`src/rtl/soi_injector.sv`:
```
// soi_injector: command-driven force/release/pulse/read injector for signal-of-interest channels.
// Ports:
//   clk, rst_n                 clock, asynchronous active-low reset
//   cmd_valid_i/cmd_ready_o    command handshake; cmd_op_i/cmd_idx_i/cmd_data_i latched on accept
//                              (op: 00 FORCE, 01 RELEASE, 10 PULSE, 11 READ)
//   soi_in_i/soi_out_o         observed signals in, possibly forced signals out (channel i at [i*SOI_W +: SOI_W])
//   force_mask_o               per-channel force-enable flags
//   rsp_valid_o/rsp_ready_i    response handshake; rsp_data_o is the READ result, rsp_err_o flags a bad index
module soi_injector #(
  parameter int NUM_SOI   = 8,
  parameter int SOI_W     = 8,
  parameter int PULSE_CYC = 4
) (
  input  logic                       clk,
  input  logic                       rst_n,
  input  logic                       cmd_valid_i,
  output logic                       cmd_ready_o,
  input  logic [1:0]                 cmd_op_i,
  input  logic [3:0]                 cmd_idx_i,
  input  logic [SOI_W-1:0]           cmd_data_i,
  input  logic [NUM_SOI*SOI_W-1:0]   soi_in_i,
  output logic [NUM_SOI*SOI_W-1:0]   soi_out_o,
  output logic [NUM_SOI-1:0]         force_mask_o,
  output logic                       rsp_valid_o,
  input  logic                       rsp_ready_i,
  output logic [SOI_W-1:0]           rsp_data_o,
  output logic                       rsp_err_o
);
  localparam int CW = $clog2(PULSE_CYC + 1);
  localparam logic [4:0] NUM_W = 5'(NUM_SOI);
  typedef enum logic [1:0] {IDLE, EXEC, PULSE, RESP} state_t;
  state_t state_q, state_d;
  logic [1:0] op_q, op_d;
  logic [3:0] idx_q, idx_d;
  logic [SOI_W-1:0] data_q, data_d;
  logic [NUM_SOI-1:0] mask_q, mask_d, hit;
  logic [SOI_W-1:0] val_q [NUM_SOI];
  logic [SOI_W-1:0] val_d [NUM_SOI];
  logic [CW-1:0] cnt_q, cnt_d;
  logic rsp_valid_q, rsp_valid_d, rsp_err_q, rsp_err_d;
  logic [SOI_W-1:0] rsp_data_q, rsp_data_d, sel;
  logic idx_ok;
  assign idx_ok = {1'b0, idx_q} < NUM_W;
  assign cmd_ready_o = state_q == IDLE;
  assign force_mask_o = mask_q;
  assign rsp_valid_o = rsp_valid_q;
  assign rsp_data_o = rsp_data_q;
  assign rsp_err_o = rsp_err_q;
  for (genvar i = 0; i < NUM_SOI; i++) begin : g_out
    assign soi_out_o[i*SOI_W +: SOI_W] = mask_q[i] ? val_q[i] : soi_in_i[i*SOI_W +: SOI_W];
  end
  // One-hot decode of the latched index; all zeros when the index is out of range.
  always_comb begin
    hit = '0;
    sel = '0;
    for (int i = 0; i < NUM_SOI; i++) begin
      hit[i] = 4'(i) == idx_q;
      if (hit[i]) sel = soi_out_o[i*SOI_W +: SOI_W];
    end
  end
  always_comb begin
    state_d = state_q;
    op_d = op_q;
    idx_d = idx_q;
    data_d = data_q;
    mask_d = mask_q;
    val_d = val_q;
    cnt_d = cnt_q;
    rsp_valid_d = rsp_valid_q;
    rsp_err_d = rsp_err_q;
    rsp_data_d = rsp_data_q;
    case (state_q)
      IDLE: if (cmd_valid_i) begin
        op_d = cmd_op_i;
        idx_d = cmd_idx_i;
        data_d = cmd_data_i;
        state_d = EXEC;
      end
      EXEC: begin
        rsp_valid_d = 1'b1;
        rsp_err_d = !idx_ok;
        rsp_data_d = '0;
        state_d = RESP;
        if (idx_ok) begin
          if (op_q == 2'b00 || op_q == 2'b10) begin
            mask_d = mask_q | hit;
            for (int i = 0; i < NUM_SOI; i++) if (hit[i]) val_d[i] = data_q;
          end
          if (op_q == 2'b01) mask_d = mask_q & ~hit;
          if (op_q == 2'b11) rsp_data_d = sel;
          if (op_q == 2'b10) begin
            rsp_valid_d = 1'b0;
            cnt_d = CW'(PULSE_CYC - 1);
            state_d = PULSE;
          end
        end
      end
      PULSE: if (cnt_q == '0) begin
        mask_d = mask_q & ~hit;
        rsp_valid_d = 1'b1;
        state_d = RESP;
      end else begin
        cnt_d = cnt_q - 1'b1;
      end
      RESP: if (rsp_ready_i) begin
        rsp_valid_d = 1'b0;
        rsp_err_d = 1'b0;
        rsp_data_d = '0;
        state_d = IDLE;
      end
      default: state_d = IDLE;
    endcase
  end
  always_ff @(posedge clk or negedge rst_n) begin
    if (!rst_n) begin
      state_q <= IDLE;
      op_q <= '0;
      idx_q <= '0;
      data_q <= '0;
      mask_q <= '0;
      for (int i = 0; i < NUM_SOI; i++) val_q[i] <= '0;
      cnt_q <= '0;
      rsp_valid_q <= 1'b0;
      rsp_err_q <= 1'b0;
      rsp_data_q <= '0;
    end else begin
      state_q <= state_d;
      op_q <= op_d;
      idx_q <= idx_d;
      data_q <= data_d;
      mask_q <= mask_d;
      val_q <= val_d;
      cnt_q <= cnt_d;
      rsp_valid_q <= rsp_valid_d;
      rsp_err_q <= rsp_err_d;
      rsp_data_q <= rsp_data_d;
    end
  end
endmodule
```
`config.mk`:
```
export PLATFORM = sky130hd
export DESIGN_NAME = soi_injector
export DESIGN_NICKNAME = d
export VERILOG_FILES = /design/src/rtl/soi_injector.sv
export SDC_FILE = /design/constraint.sdc
export NUM_CORES = 1
export LEC_CHECK = 0
export BUFFER_PORTS_ARGS = -buffer_cell sky130_fd_sc_hd__buf_4
export CAP_MARGIN = 25
export CORE_UTILIZATION = 57
export DETAILED_ROUTE_END_ITERATION = 16
export PLACE_DENSITY = 0.91
export SETUP_SLACK_MARGIN = 0.2
export SKIP_LAST_GASP = 1
export SYNTH_ARGS = -nofsm -noshare
export SYNTH_HDL_FRONTEND = slang
export SYNTH_SLANG_ARGS = --single-unit
```
`constraint.sdc`:
```
create_clock -name clk -period 4.6 [get_ports clk]
set_input_delay 0.23 -clock clk [delete_from_list [all_inputs] [get_ports clk]]
set_output_delay 0.23 -clock clk [all_outputs]
set_load 0.03 [all_outputs]
```
# After elaboration in Yosys (flattened, before gate mapping)

Index checks and enable logic that the tools add are counted.

Memory bits (read-only): 0
Memory bits (writable): 0
Memories: 0
Input bits: 82
Output and inout bits: 83
Latch bits: 0
Flip-flop bits (word level): 101
Logic and storage cells: 106

Divide/modulo/power cells: 0
Multipliers: 0
Multiplexer cells: 41
Add/sub/neg operators: 1
Bitwise logic cells: 3
Reduce and logical (&&, ||, !) cells: 23
Shifts and indexed selects: 0
Equal/unequal tests: 20
Order comparisons: 1

Operators by type and width:

| cell               | number |
|---|---|
| $mux 8             | 23 |
| $reduce_and 4->1   | 10 |
| $pmux 8 s2         | 2 |
| $eq 3x4->1 const A | 4 |
| $ne 2x2->1 const B | 6 |
| $mux 3             | 3 |
| $and 8x8->8        | 1 |
| $eq 2x2->1 const B | 4 |
| $eq 2x4->1 const A | 2 |
| $not 8->8          | 1 |
| $or 8x8->8         | 1 |
| $pmux 2 s4         | 1 |
| $mux 1             | 6 |
| $mux 2             | 3 |
| $pmux 3 s2         | 1 |
| $reduce_and 3->1   | 2 |
| $eq 1x4->1 const A | 1 |
| $eq 2x1->1 const B | 2 |
| $logic_not 2->1    | 2 |
| $logic_not 4->1    | 1 |
| $lt 4x4->1 const B | 1 |
| $reduce_and 2->1   | 2 |
| $reduce_bool 2->1  | 2 |
| $logic_not 3->1    | 1 |
| other kinds (7)    | 7 |

# Logic depth before layout (Yosys ltp)

Gate-level depths: netlist of run 1.

Depth in word-level cells: 12
Depth in mapped cells: 8
Depth with buffers taken out: 7

# Worst setup path before layout of run 1

No wires, ideal clock.

Path type: reg-to-reg
Start: register state_q[1]
End: register (tool-made name)
Slack: 2.701 ns
Cell stages (with the launch flop): 8
Setup time: 0.125 ns
Data arrival time: 1.774 ns
Period minus slack after synthesis: 1.899 ns
Path buffers: 1
Data required time: 4.475 ns
Path through: dfrtp_1 inv_1 ha_1 buf_2 mux2_2 nand2_1 nor4_1 mux2_2

RTL lines:

| element                | RTL line | source |
|---|---|---|
| start, declared        | 32       | `state_t state_q, state_d;` |
| start signal, assigned | 127      | `state_q <= state_d;` |

# Worst setup path in the final report of run 1

Start: register state_q[1]
End: register val_q[32] (netlist name)

Word-level cells in the longest chain between the ends: 2

Ends and longest elaborated chain:

| element                           | RTL line | source |
|---|---|---|
| $eq 2x1->1                        | 72       | `case (state_q)` |
| $reduce_and 4->1 (no source line) | --       |  |
| end signal, assigned              | 132      | `val_q <= val_d;` |
| end, declared                     | 37       | `logic [SOI_W-1:0] val_q [NUM_SOI];` |

No other way between the ends.
A chain may end at the register's enable or synchronous reset.

==> key figures, run 1 <==
Status
  – Status: complete, no violations

Synthesis
  – Primary FF master, synth: dfrtp_1
  – Post-synth EDFFs: 0
  – Async SR Flop Fraction: 100%
  – Yosys warnings: 0
  – Cell Area, Synth: 0.00567 sq mm
  – Post-synthesis cell type count: slightly above 40
  – Syn Area/Cell: 11.1 sq um
  – Mapped Cells: 513
  – Top-area cell type share of the netlist area: around 45%
  – Largest cells by area after synthesis: dfrtp_1 45%, mux2_2 29%, o21ai_0 2.7%
  – Sequential area share after synthesis: around 45%
  – #FFs+latches synth: around 100
  – Post-synth top area cell: dfrtp_1
  – Net count after synthesis: 601

Global routing
  – GRT busiest layer: met2
  – Gr ovfl total: 0
  – Largest net degree at the start of global routing: a little under 60
  – Met1 Use GR: between 40% and 50%
  – First-pass GRT wire length: around 26,000 microns
  – Total Routing Usage GR: between 30% and 40%
  – Initial antenna violation count: 0
  – Vias in the first global route: between 4,000 and 5,000
  – Met2 Use GR: a little over half
  – Met3 usage: 5.73%

Flow run
  – Maxcap violations: 0

Critical path
  – CP Launch Type: register
  – Crit-path max cell delay: ~670 ps
  – R2r setup slk: approximately 1900 ps
  – RR Startpoint: state_q[1]$_DFFE_PN0P_
  – Worst r2r dst: val_q[32]$_DFFE_PN0P_
  – Critical Path Sink Type: register
  – CP max stage cell: nor2b_1
  – Worst-path fanout max: 11
  – Total stage count of the critical path: 6
  – Worst-path cell chain: inv_1 > ha_1 > nor2b_1 > nand2_1 > nor2_2 > mux2_2
  – Worst Path Arrival: ~2900 ps
  – Worst Path Required: around 4900 ps
  – CP delay by family, top: simple AND/OR/NAND/NOR gates
  – R2R cell count: 6
  – Worst Path Buf+Inv: 1
  – WS Path Type: reg -> reg

Placement
  – Port-buffer cells: approximately 160
  – GPL Wtd Cong: 0.874
  – DP Cell Count: a little under 800
  – DP Worst Slack: between 1500 and 2000 ps
  – Post-DP HPWL: between 10,000 and 15,000 microns
  – Placed Area: ~0.007 sq mm

Clocking
  – Clock Pin Slew Worst Setup and Hold Paths: approximately 90 ps
  – Clock Latency Late Sink: 370 ps
  – Post-cts sizing count: 0
  – CTS tree: done
  – CTS sink cnt: between 100 and 150
  – # H-tree levels: 3
  – Clock root buffer: clkbuf_8
  – CTS buffer count: 9
  – Max Buffers Root-to-Sink: 2

Drt
  – Post-route DRC: 0
  – Vias: ~4,800
  – Post-DR wirelength/cell: roughly 21 microns
  – Number of vias per cell: about 6
  – DRT iter0 DRCs: 304
  – Detail Route Antenna Nets: 0
  – Drt pass-1 iters: 5
  – Total Wirelength: about 17,000 microns

Cells and area
  – Most common cell after layout, fill and taps aside: buf_4
  – Antenna cells: 0
  – Share of cells above drive strength 1: around 50%
  – Final instance area: just over 0.007 sq mm
  – Fill count: slightly above 700
  – Area occupied by multi-input gates: just under 0.003 sq mm
  – Fin nets: 751
  – Final Core Density: between 70% and 80%
  – Sequential cell area: about 0.0025 sq mm
  – Most frequent cells in the layout: 165 x buf_4, 145 x mux2_2, 101 x dfrtp_1
  – Area delta synth->final: 26.6%
  – Layout Cells excl Fill: 801

STA
  – # setup viols final: 0
  – Post-route setup TNS: 0 ps
  – Worst hold slack: between 90 and 100 ps
  – Clk_skew: between 7 and 8 ps
  – F_max: approximately 370 MHz
  – Setup ws final: slightly below 2000 ps
  – Final min period: between 2000 and 3000 ps
  – Period utilization: 58.2%
  – Final slew viol count: 0
  – Endpoints failing hold: 0
  – Rel. slew slack: between 40% and 50%
  – Worst-Margin Slew: 825 ps
  – RSZ-0062 raised after global routing: false

Power and ir drop
  – Total Power: 5.29 mW
  – Pwr/cell area: 736 mW/mm^2
  – Peak supply drop: 502 uV
  – Leakage power: around 3.4 nW

Floorplan
  – Die Area: slightly above 0.01 sq mm
  – Rows: 36
  – Die X-Extent: between 100 and 150 microns
  – Initial core utilization: 58.3%
  – Top Ports: 165
  – Core area: 0.00973 sq mm
  – Die height: approximately 100 microns

Min path
  – Min-Delay Endpoint: idx_q[2]$_DFFE_PN0P_
  – Hold depth: 2
  – Min-delay src: cmd_idx_i[2]
  – Hold/Removal Path Class: in -> reg
cells by family (layout without fill, tap and decap cells):
logic type / count (synthesis) / in the layout / share of synthesized area (%)
flops: 101 / 101 / 44.5
fa+ha+maj: 6 / 6 / 1.32
mux: 155 / 155 / 30.5
buf+inv: 54 / 209 / 3.99
compound gates: 90 / 90 / 9.79
simple gates: 107 / 107 / 9.81
cell type report:
type	count	share of cell area, %
Multi-Input combinational cell	358	40.7
Clock inverter	4	1.01
Inverter	26	1.36
Sequential cell	101	35.2
Clock buffer	12	1.88
Tap cell	133	2.32
Timing Repair Buffer	167	17.6
state kept, by name (all words and copies together) (netlist names), named ones only:
name and flops:
data_q 8, rsp_err_o 1, state_q 2, rsp_data_o 8, val_q 64, rsp_valid_o 1
cnt_q 3, op_q 2, idx_q 4
metal layers:
| metal | wire, microns | vias up | part of all wire [%] |
|---|---|---|---|
| met5 | 0 | - | 0 |
| met4 | 533 | 0 | 3.1 |
| met3 | 1140 | 39 | 6.7 |
| met2 | 8100 | 251 | 47 |
| met1 | 7290 | 2337 | 43 |
| li1 | - | 2140 | - |
cell usage after synthesis (4+ instances only):
master	number
o21ai_0	31
a21boi_0	8
inv_1	26
nand3_1	5
a22oi_1	8
mux2i_1	10
clkbuf_1	11
o31ai_1	8
mux2_2	145
nor2_1	36
ha_1	6
a2111oi_0	7
buf_2	10
nand2b_1	4
nand3b_1	8
a21oi_1	22
dfrtp_1	101
nand2_1	23
nor4_1	9
buf_1	4
nor2b_1	5
how the worst max path moves through the flow:
stage / startpoint / to / slack [ps]
after CTS: state_q[1]$_DFFE_PN0P_ / val_q[32]$_DFFE_PN0P_ / 1940
after floorplan: state_q[1]$_DFFE_PN0P_ / register / 2700
after global routing: state_q[1]$_DFFE_PN0P_ / val_q[32]$_DFFE_PN0P_ / 1760
after detailed placement: state_q[1]$_DFFE_PN0P_ / val_q[39]$_DFFE_PN0P_ / 1980
after global placement: idx_q[3]$_DFFE_PN0P_ / val_q[7]$_DFFE_PN0P_ / 2060
final: state_q[1]$_DFFE_PN0P_ / val_q[32]$_DFFE_PN0P_ / 1920
report_power, final:
group | internal, mW | leakage, nW | total, mW | switching (mW)
clock | 0.307 | 0.101 | 0.608 | 0.301
combinational | 1.22 | 2.02 | 2.84 | 1.62
sequential | 1.26 | 1.31 | 1.84 | 0.586
repair_timing:
item,in CTS,in global routing
hold buffers,1,0
buffers inserted,0,0
endpoints found under the hold margin,44,0
setup endpoints to repair,0,0
Power figures use the tool's default switching activity.
==> run 2: changes to the inputs <==
- CORE_UTILIZATION: 57 -> 53
- PLACE_DENSITY: 0.91 -> 0.85
- clock period: 4.6 -> 2.5 ns (I/O delays scaled with it)
==> key figures, run 2 (synthesis gave the netlist of run 1 again) <==
Status
  – Status: complete, no violations (unchanged)

Power and ir drop
  – Pwr/cell area: 1340 mW/mm^2 (was 736 mW/mm^2)
  – Leakage power: 3.55 nW (was 3.43 nW)
  – Total Power: 9.99 mW (was 5.29 mW)
  – Peak supply drop: 832 uV (was 502 uV)

Cells and area
  – Most frequent cells in the layout: 176 x buf_4, 145 x mux2_2, 99 x dfrtp_1 (was 165 x buf_4, 145 x mux2_2, 101 x dfrtp_1)
  – Final instance area: 0.00746 sq mm (was 0.00718 sq mm)
  – Share of cells above drive strength 1: 50.5% (was 49.6%)
  – Final Core Density: 71.9% (was 73.8%)
  – Layout Cells excl Fill: 829 (was 801)
  – Antenna cells: 0 (unchanged)
  – Most common cell after layout, fill and taps aside: buf_4 (unchanged)
  – Fin nets: 776 (was 751)
  – Area occupied by multi-input gates: 0.00294 sq mm (was 0.00292 sq mm)
  – Biggest register: val_q (unchanged)
  – Sequential cell area: 0.00253 sq mm (about the same)
  – Fill count: 784 (was 709)
  – Number of flip-flops in the largest register: 64 (unchanged)
  – Area delta synth->final: 31.4% (was 26.6%)

Global routing
  – Met2 Use GR: 54.2% (about the same)
  – Largest net degree at the start of global routing: 56 (was 58)
  – Initial antenna violation count: 0 (unchanged)
  – Gr ovfl total: 0 (unchanged)
  – Met1 Use GR: 43.3% (was 46.7%)
  – First-pass GRT wire length: 27,200 microns (was 25,700 microns)
  – Met3 usage: 4.82% (was 5.73%)
  – GRT busiest layer: met2 (unchanged)
  – Vias in the first global route: 4,862 (was 4,751)
  – Total Routing Usage GR: 32.6% (was 34.2%)

Critical path
  – CP Launch Type: register (unchanged)
  – R2r setup slk: 350 ps (was 1920 ps)
  – Worst Path Arrival: 2420 ps (was 2930 ps)
  – Worst Setup SP: state_q[1]$_DFFE_PN0P_ (unchanged)
  – Worst Path Required: 2760 ps (was 4850 ps)
  – Worst-path fanout max: 10 (was 11)
  – WS Path Type: reg -> reg (unchanged)
  – RR Startpoint: state_q[1]$_DFFE_PN0P_ (unchanged)
  – R2R cell count: 7 (was 6)
  – Critical Path Sink Type: register (unchanged)

Floorplan
  – Die X-Extent: 105 microns (was 102 microns)
  – Core area: 0.0104 sq mm (was 0.00973 sq mm)
  – Die Area: 0.0111 sq mm (was 0.0104 sq mm)
  – Top Ports: 165 (unchanged)
  – Rows: 37 (was 36)
  – Die height: 105 microns (was 102 microns)
  – Initial core utilization: 54.7% (was 58.3%)

STA
  – Post-route setup TNS: 0 ps (unchanged)
  – # setup viols final: 0 (unchanged)
  – Period utilization: 86.1% (was 58.2%)
  – Final min period: 2150 ps (was 2680 ps)
  – RSZ-0062 raised after global routing: false (unchanged)
  – Worst-Margin Slew: 767 ps (was 825 ps)
  – Rel. slew slack: 47.4% (was 43.4%)
  – Final slew viol count: 0 (unchanged)
  – Endpoints failing hold: 0 (unchanged)
  – Clk_skew: 14.0 ps (was 7.86 ps)
  – F_max: 465 MHz (was 374 MHz)

Drt
  – Detail Route Antenna Nets: 0 (unchanged)
  – Post-route DRC: 0 (unchanged)
  – Drt pass-1 iters: 5 (unchanged)
  – DRT iter0 DRCs: 367 (was 304)
  – Total Wirelength: 17,600 microns (was 17,100 microns)
  – Vias: 4,847 (was 4,767)
  – Number of vias per cell: 5.85 (was 5.95)
  – Post-DR wirelength/cell: 21.2 microns (was 21.3 microns)

Placement
  – Post-DP HPWL: 12,900 microns (was 12,400 microns)
  – Port-buffer cells: 164 (unchanged)
  – Placed Area: 0.00706 sq mm (was 0.00697 sq mm)
  – DP Cell Count: 798 (was 784)
  – GPL Wtd Cong: 0.896 (was 0.874)

Min path
  – Hold depth: 4 (was 2)
  – Hold/Removal Path Class: in -> reg (unchanged)
  – Min-delay src: rsp_ready_i (was cmd_idx_i[2])

Clocking
  – Postcts setup bufs: 0 (unchanged)
  – Clock root buffer: clkbuf_8 (unchanged)
  – Clock Latency Late Sink: 380 ps (was 370 ps)
  – Clock Pin Slew Worst Setup and Hold Paths: 100 ps (was 90 ps)
  – CTS tree: done (unchanged)
  – CTS sink cnt: 101 (unchanged)
  – # H-tree levels: 3 (unchanged)
  – Max Buffers Root-to-Sink: 2 (unchanged)
  – CTS buffer count: 9 (unchanged)

Flow run
  – Maxcap violations: 0 (unchanged)
[run 2: stage by stage]
step	worst slack, ps	hold WS (ps)
2_1_floorplan	601	-171
3_3_place_gp	281	219
3_5_place_dp	244	226
4_1_cts	244	38.5
5_1_grt	251	118
6_report	348	51.6
[run 2: power breakdown]
group	leakage [nW]	internal [mW]	switching [mW]
registers	1.31	2.32	1.04
clock network	0.112	0.590	0.583
logic	2.13	2.38	3.09
[run 2: layout make-up]
cell class,instances,area share (%)
multi-input combinational,358,39.4
inverter,26,1.36
tap,136,2.28
timing repair buffer,192,20.0
clock inverter,6,1.16
sequential,101,33.9
clock buffer,10,1.85
[run 2: worst paths after layout]
kind / end
hold / removal: rsp_err_o$_DFFE_PN0P_
setup / recovery: register
setup reg to reg: register
min in group asynchronous: data_q[5]$_DFFE_PN0P_
hold reg to reg: val_q[11]$_DFFE_PN0P_
max in group asynchronous: idx_q[0]$_DFFE_PN0P_
[run 2: repair_timing]
| action | 4_1_cts | 5_1_grt |
|---|---|---|
| hold endpoints to repair | 68 | 0 |
| resized for setup | 0 | 8 |
| hold buffers | 15 | 0 |
| endpoints found under the setup margin | 0 | 24 |
[run 2: routing by layer]
metal	routed length [microns]	vias to the layer above
li1	-	2198
met1	7450	2407
met2	8840	211
met3	898	31
met4	414	0
met5	0	-
[run 2: critical path: stages (launching register included)]
cell and delay, ps:
dfrtp_1 430, inv_1 110, ha_1 220, buf_4 180, mux2_2 280, nand2_1 190
nor4_2 270, mux2_2 360
==> run 3: changes to the inputs <==
- clock period: 2.5 -> 2.4 ns (I/O delays scaled with it)
==> key figures, run 3 (synthesis gave the netlist of run 1 again) <==
Clocking
  – Clock root buffer: clkbuf_8 (unchanged)
  – CTS sink cnt: 101 (unchanged)
  – # H-tree levels: 3 (unchanged)
  – Max Buffers Root-to-Sink: 2 (unchanged)
  – Clock Pin Slew Worst Setup and Hold Paths: 90 ps (was 100 ps)
  – CTS tree: done (unchanged)
  – Clock Latency Late Sink: 360 ps (was 380 ps)
  – CTS buffer count: 9 (unchanged)

STA
  – Period utilization: 88.0% (was 86.1%)
  – RSZ-0062 raised after global routing: false (unchanged)
  – Worst-Margin Slew: 621 ps (was 767 ps)
  – Final min period: 2110 ps (was 2150 ps)
  – Rel. slew slack: 58.6% (was 47.4%)
  – # setup viols final: 0 (unchanged)
  – Post-route setup TNS: 0 ps (unchanged)
  – Endpoints failing hold: 0 (unchanged)
  – F_max: 473 MHz (was 465 MHz)
  – Clk_skew: 11.1 ps (was 14.0 ps)
  – Final slew viol count: 0 (unchanged)

Global routing
  – Gr ovfl total: 0 (unchanged)
  – Vias in the first global route: 4,995 (was 4,862)
  – Total Routing Usage GR: 33.0% (was 32.6%)
  – First-pass GRT wire length: 27,500 microns (was 27,200 microns)
  – Initial antenna violation count: 0 (unchanged)
  – Largest net degree at the start of global routing: 55 (was 56)

Cells and area
  – Area occupied by multi-input gates: 0.00295 sq mm (was 0.00294 sq mm)
  – Antenna cells: 0 (unchanged)
  – Sequential cell area: 0.00253 sq mm (about the same)
  – Share of cells above drive strength 1: 50.8% (was 50.5%)
  – Fin nets: 776 (unchanged)
  – Biggest register: val_q (unchanged)
  – Most frequent cells in the layout: 175 x buf_4, 145 x mux2_2, 98 x dfrtp_1 (was 176 x buf_4, 145 x mux2_2, 99 x dfrtp_1)
  – Area delta synth->final: 31.0% (was 31.4%)
  – Fill count: 767 (was 784)
  – Most common cell after layout, fill and taps aside: buf_4 (unchanged)
  – Number of flip-flops in the largest register: 64 (unchanged)
  – Final instance area: 0.00743 sq mm (was 0.00746 sq mm)

Power and ir drop
  – Peak supply drop: 898 uV (was 832 uV)
  – Pwr/cell area: 1380 mW/mm^2 (was 1340 mW/mm^2)
  – Leakage power: 3.53 nW (was 3.55 nW)

Critical path
  – Worst-path cell chain: a211oi_4 > o21ai_0 > a2111oi_0 > nor2_1 > o31ai_1 (was inv_1 > ha_1 > buf_4 > mux2_2 > nand2_1 > nor4_2 > mux2_2)
  – Crit-path max cell delay: 590 ps (was 430 ps)
  – CP Launch Type: register (unchanged)
  – CP max stage cell: dfrtp_2 (was dfrtp_1)
  – Worst Path Arrival: 2390 ps (was 2420 ps)
  – Worst Path Required: 2670 ps (was 2760 ps)
  – Critical Path Sink Type: register (unchanged)
  – Worst-path fanout max: 20 (was 10)
  – RR Startpoint: idx_q[1]$_DFFE_PN0P_ (was state_q[1]$_DFFE_PN0P_)
  – Worst Path Buf+Inv: 0 (was 2)
  – WS Path Type: reg -> reg (unchanged)
  – Worst Setup SP: idx_q[1]$_DFFE_PN0P_ (was state_q[1]$_DFFE_PN0P_)
  – CP delay by family, top: compound AO/OA/AOI/OAI gates (was multiplexers)

Floorplan
  – Die height: 105 microns (unchanged)
  – Top Ports: 165 (unchanged)
  – Initial core utilization: 54.7% (unchanged)
  – Core area: 0.0104 sq mm (unchanged)
  – Rows: 37 (unchanged)
  – Die Area: 0.0111 sq mm (unchanged)
  – Die X-Extent: 105 microns (unchanged)

Drt
  – DRT iter0 DRCs: 360 (was 367)
  – Number of vias per cell: 5.83 (was 5.85)
  – Post-DR wirelength/cell: 21.4 microns (was 21.2 microns)
  – Total Wirelength: 17,700 microns (was 17,600 microns)
  – Vias: 4,825 (was 4,847)
  – Drt pass-1 iters: 5 (unchanged)
  – Post-route DRC: 0 (unchanged)
  – Detail Route Antenna Nets: 0 (unchanged)

Min path
  – Hold/Removal Path Class: in -> reg (unchanged)
  – Min-delay src: rsp_ready_i (unchanged)

Placement
  – GPL Wtd Cong: 0.894 (was 0.896)
  – Port-buffer cells: 164 (unchanged)
  – Post-DP HPWL: 12,700 microns (was 12,900 microns)
  – Placed Area: 0.00705 sq mm (was 0.00706 sq mm)

Flow run
  – Maxcap violations: 0 (unchanged)

Status
  – Status: complete, no violations (unchanged)
## run 3: cell count changes in the layout (fill, tap and decap cells not counted), moves of 2 or more
cell	before	now
a2111oi_0	5	7
nand3_2	0	2
nand3_1	5	3
a2111oi_1	2	0
## run 3: layout make-up
type / count / area share (%)
Inverter: 26 / 1.31
Multi-Input combinational cell: 358 / 39.7
Timing Repair Buffer: 192 / 20.2
Clock buffer: 10 / 1.72
Clock inverter: 4 / 0.690
Sequential cell: 101 / 34.1
Tap cell: 136 / 2.29
## run 3: layer usage
metal	global-route usage [%]	wire, microns	up-vias
li1	-	-	2188
met1	42.6	7290	2389
met2	54.1	8790	207
met3	4.89	900	41
met4	16.8	697	0
met5	0	0	-
## run 3: per-stage QoR
step / std cells / utilization [%] / worst slack, ps / power, mW / hold WS, ps
2_1_floorplan: 513 / - / 501 / 6.88 / -176
3_3_place_gp: 797 / 68.0 / 94.8 / 8.92 / 167
5_1_grt: 827 / 71.7 / 204 / 10.8 / 79.2
3_5_place_dp: 797 / 68.0 / 127 / 9.04 / 173
4_1_cts: 825 / 71.2 / 219 / 10.1 / 0.792
6_report: 827 / 71.7 / 288 / 10.3 / 70.1
## run 3: worst paths after layout
| check | endpoint | slack (ps) | depth (start not counted) |
|---|---|---|---|
| setup / recovery | rsp_data_o[1]$_DFFE_PN0P_ | 290 | 5 |
| hold / removal | rsp_err_o$_DFFE_PN0P_ | 70 | 4 |
| setup reg to reg | rsp_data_o[1]$_DFFE_PN0P_ | 290 | 5 |
| hold reg to reg | val_q[9]$_DFFE_PN0P_ | 510 | 1 |
| max in group asynchronous | idx_q[3]$_DFFE_PN0P_ | 1380 | 3 |
| min in group asynchronous | val_q[21]$_DFFE_PN0P_ | 300 | 2 |
## run 3: worst register-to-register path, cell delays in order, from the launching register on
cell and delay, ps:
dfrtp_2 590, a211oi_4 440, o21ai_0 190, a2111oi_0 470, nor2_1 130, o31ai_1 210
## run 3: repair_timing
item / 4_1_cts / 5_1_grt
hold endpoints to repair: 60 / 1
gates resized for setup: 3 / 7
pin swaps: 0 / 1
hold buffers: 14 / 1
endpoints found under the setup margin: 14 / 50
setup buffers: 0 / 1
## run 3: report_power, final
| group | internal [mW] | switching, mW | leakage [nW] | total [mW] |
|---|---|---|---|---|
| combinational | 2.48 | 3.21 | 2.14 | 5.69 |
| clock | 0.472 | 0.570 | 0.0882 | 1.04 |
| sequential | 2.41 | 1.11 | 1.30 | 3.52 |
